## config.mk

```make
export PLATFORM = sky130hd
export DESIGN_NAME = mul_hilo_sequencer
export DESIGN_NICKNAME = d
export VERILOG_FILES = /design/src/rtl/mul_hilo_sequencer.sv
export SDC_FILE = /design/constraint.sdc
export NUM_CORES = 1
export LEC_CHECK = 0
export CAP_MARGIN = 25
export CORE_UTILIZATION = 41
export DETAILED_ROUTE_END_ITERATION = 10
export HOLD_SLACK_MARGIN = 0.08
export PLACE_DENSITY = 0.88
export SETUP_SLACK_MARGIN = 0.2
export SKIP_LAST_GASP = 1
export SLEW_MARGIN = 30
export SYNTH_ARGS = -nofsm -noshare
export SYNTH_HDL_FRONTEND = slang
export SYNTH_SLANG_ARGS = --single-unit
```

## constraint.sdc

```tcl
create_clock -name clk -period 2.41 [get_ports clk]
set_clock_uncertainty 0.2 [all_clocks]
set_input_delay 0.241 -clock clk [delete_from_list [all_inputs] [get_ports clk]]
set_output_delay 0.241 -clock clk [all_outputs]
set_load 0.01 [all_outputs]
```

## src/rtl/mul_hilo_sequencer.sv

```systemverilog
// Operand capture, settle timing and HI/LO product return around an external
// combinational signed multiplier; owns the architectural HI/LO registers.
module mul_hilo_sequencer #(
  parameter int BITS   = 32,
  parameter int SETTLE = 1
) (
  input  logic              clk,
  input  logic              rst_n,
  input  logic [BITS-1:0]   bus_in,
  input  logic              start,
  input  logic              b_valid,
  output logic [BITS-1:0]   mul_a,
  output logic [BITS-1:0]   mul_b,
  input  logic [2*BITS-1:0] mul_p,
  output logic [BITS-1:0]   bus_out,
  output logic              out_valid,
  output logic              out_sel,
  input  logic              out_ready,
  output logic              busy,
  output logic              done,
  output logic [BITS-1:0]   hi_q,
  output logic [BITS-1:0]   lo_q
);

  typedef enum logic [2:0] {
    S_IDLE,
    S_GET_B,
    S_WAIT,
    S_OUT_LO,
    S_OUT_HI
  } state_t;

  state_t          state, state_nxt;
  logic [BITS-1:0] a_q, b_q;
  logic [2:0]      cnt;
  logic            done_q;
  logic            accept;

  assign accept = out_valid && out_ready;

  always_ff @(posedge clk) begin
    if (!rst_n) state <= S_IDLE;
    else        state <= state_nxt;
  end

  always_comb begin
    state_nxt = state;
    case (state)
      S_IDLE:   if (start)      state_nxt = S_GET_B;
      S_GET_B:  if (b_valid)    state_nxt = S_WAIT;
      S_WAIT:   if (cnt == 3'd0) state_nxt = S_OUT_LO;
      S_OUT_LO: if (accept)     state_nxt = S_OUT_HI;
      S_OUT_HI: if (accept)     state_nxt = S_IDLE;
      default:                  state_nxt = S_IDLE;
    endcase
  end

  // Operands only move on their own load events so the multiplier inputs
  // stay stable from the B load through capture and output.
  always_ff @(posedge clk) begin
    if (!rst_n) begin
      a_q    <= '0;
      b_q    <= '0;
      cnt    <= '0;
      hi_q   <= '0;
      lo_q   <= '0;
      done_q <= 1'b0;
    end else begin
      if (state == S_IDLE && start) a_q <= bus_in;
      if (state == S_GET_B && b_valid) begin
        b_q <= bus_in;
        cnt <= 3'(SETTLE);
      end else if (state == S_WAIT && cnt != 3'd0) begin
        cnt <= cnt - 3'd1;
      end
      if (state == S_WAIT && cnt == 3'd0) begin
        hi_q <= mul_p[2*BITS-1:BITS];
        lo_q <= mul_p[BITS-1:0];
      end
      done_q <= (state == S_OUT_HI) && out_ready;
    end
  end

  always_comb begin
    bus_out   = '0;
    out_valid = 1'b0;
    out_sel   = 1'b0;
    busy      = (state != S_IDLE);
    case (state)
      S_OUT_LO: begin
        bus_out   = lo_q;
        out_valid = 1'b1;
      end
      S_OUT_HI: begin
        bus_out   = hi_q;
        out_valid = 1'b1;
        out_sel   = 1'b1;
      end
      default: ;
    endcase
  end

  assign mul_a = a_q;
  assign mul_b = b_q;
  assign done  = done_q;

endmodule

```

==> results.md <==
- Warnings, synthesis: 0
- Port Buffers: approximately 260
- Static Leak: between 3 and 4 nW
- Synth Register Bits: ~140
- R2r startpoint: state[2]$_SDFFE_PN0P_
- CP startpoint kind: flop
- Starting Density: a little over two fifths
- RSZ-0062 raised after global routing: true
- WP data required: roughly 2.0 ns
- Syn Std Cell Area: 5640 sq um
- Die X: between 100 and 150 microns
- Area grow syn2layout: 63.07%
- Worst Tran Pin Value: roughly 0.48 ns
- Height of the die: between 100 and 150 microns
- Run status: finished, violations left
- GR Util All Layers: between 20 and 30%
- Fin crit share: 101.5%
- Sink Count: between 100 and 150
- Post-synth ARST share: 0%
- Crit path time final: between 2 and 2.5 ns
- Fmax: 408.9 MHz
- Largest net degree at the start of global routing: between 60 and 70
- Crit path launch: state[2]$_SDFFE_PN0P_
- Seq/Total Area, Yosys: 47.91%
- Hold path depth: 2
- CTS Buf Count: 17
- Storage element area: between 2000 and 3000 sq um
- Hold Path Origin: rst_n
- MaxCap Viol Count: 0
- Worst slew margin: 68.28%
- Post-Layout Cell Count: ~1,100
- WL/cell: 16.68 microns
- Post-synth EDFFs: 0
- Failing checks: setup timing
- CP max FO: 14
- # nets final: ~1,000
- I/O pin count: between 200 and 300
- Worst hold path type: primary input to flop
- Setup crit end kind: output pin
- Total core area: between 10,000 and 15,000 sq um
- Synth cell types: 34
- Clock Latency Late Sink: 0.41 ns
- Final Max Slew Viols: 0
- Placer Congestion: between 0.8 and 0.9
- Initial antenna violation count: 1
- Cts hold-fix bufs: 0
- Initial DRC count: around 550
- Drt pass-1 iters: 4
- R2R depth: 5
- CTS tree: yes
- DR DRC count: 0
- Rows: 42
- Most used DFF post-synth: dfxtp_1
- VDD IR max: between 600 and 700 uV
- Grt ovf: 0
- Placed cell count: approximately 1,100
- H-tree lvl count: 4
- Vias in the first global route: approximately 5,500
- Cell taking the most area after synthesis: dfxtp_1
- Setup Viol. Count Final: 9
- Vias: 5,798
- Final worst setup slack: -0.03576 ns
- CP Data Arrival Time: 2.00 ns
- Synth top area share: ~48%
- Multi-input logic area: 2698 sq um
- WHS: between 0.1 and 0.15 ns
- CTS Buffer Depth: 2
- First-pass GRT wire length: approximately 28,000 microns
- Count leader, synth: dfxtp_1
- Clock transition at path regs: about 0.06 ns
- Die Footprint: 14,230 sq um
- Syn_nets: 763
- Post-Route WL: roughly 18,000 microns
- Critical path type: flop to output pin
- Final hold viol count: 0
- Fillers: 1,029
- Root buf cell: clkbuf_16
- Vias per inst: approximately 5.3
- Post-synth top cells: 135 x dfxtp_1, 130 x nand2_1, 111 x a21boi_0, 65 x nand3_1, 65 x o21ai_0
- Antenna-violating nets left: 0
- DP HPWL: 12,250 microns
- Share of layout cells above drive strength 1: a little under 8%
- Cell count after synthesis: 660
- Syn Area/Cell: between 8 and 9 sq um
- Fin Setup TNS: -0.1346 ns
- Synth area leaders: dfxtp_1 48%, a21boi_0 15%, nand2_1 8.7%
- Pwr/cell area: about 730 nW/um^2
registers in the layout, indices dropped and copies added, names as in the netlist:
signal  count
lo_q       32
mul_b      32
cnt         3
state       3
done        1
hi_q       32
mul_a      32
what timing repair did:
action / 4_1_cts / 5_1_grt
setup buffers: 0 / 3
endpoints found under the setup margin: 35 / 34
gates cloned: 0 / 1
resized for setup: 5 / 30
per-layer routing:
layer	vias to the layer above	share of wire, %	GRT usage (%)
met5	-	0	0
li1	2782	-	-
met3	20	9.6	9.818
met1	2760	40	29.44
met4	0	1.3	9.141
met2	236	49	41.53
area by class of cell:
cell class	count	area share (%)
antenna	1	0.02721
clock buffer	18	4.666
clock inverter	14	1.673
inverter	3	0.1224
multi-input combinational	453	29.33
sequential	135	29.45
tap	176	2.394
timing repair buffer	289	32.34
logic make-up after synthesis:
| logic type | synth area share (%) |
|---|---|
| adders and majority gates | 0.4436 |
| AOI/OAI and AO/OA | 28.86 |
| and+or+nand+nor | 17.35 |
| buffers and inverters | 5.080 |
| muxes | 0.3549 |
| DFF | 47.91 |
path summary, 6_finish.rpt:
path	slack [ns]	end
worst max-delay path	-0.04	bus_out[2]
worst min-delay path	0.11	mul_a[2]$_SDFFE_PN0P_
worst max register to register	0.41	mul_a[24]$_SDFFE_PN0P_
worst min register to register	0.25	mul_b[1]$_SDFFE_PN0P_
report_power, final:
part           switching, mW  internal [mW]  total [mW]  leakage (nW)
Combinational          0.833          0.769        1.60          2.20
Clock                  0.983           1.53        2.51         0.276
Sequential             0.135           2.44        2.58          1.10
through the flow:
| stage | setup WS (ns) | cell area [sq um] | power, mW | utilization, % |
|---|---|---|---|---|
| 2_1_floorplan | 0.4760 | 5640 | 3.347 | - |
| 3_3_place_gp | 0.3148 | 8491 | 4.192 | 63.61 |
| 3_5_place_dp | 0.2893 | 8491 | 4.218 | 63.61 |
| 4_1_cts | -0.04147 | 9080 | 6.738 | 68.03 |
| 5_1_grt | -0.09905 | 9198 | 7.013 | 68.91 |
| 6_report | -0.03576 | 9198 | 6.690 | 68.91 |
cell usage in the layout (no fill, tap or decap), types with 3 or more instances in the layout:
master / count
nand2_1: 130
clkbuf_16: 18
clkinv_4: 6
nand3_1: 65
a21boi_0: 111
clkinvlp_4: 3
buf_12: 6
o21ai_0: 65
a21oi_1: 4
dfxtp_1: 132
clkdlybuf4s50_1: 240
a21boi_1: 17
buf_4: 17
a22o_1: 32
dlymetal6s2s_1: 21
inv_1: 3
critical path, cell delays in order (launching register included):
cell and delay, ns:
dfxtp_4 0.37, nor3b_4 0.22, buf_4 0.15, buf_12 0.13
a22o_1 0.17, clkdlybuf4s50_1 0.54
No activity file was read; power rests on OpenSTA's default activity.
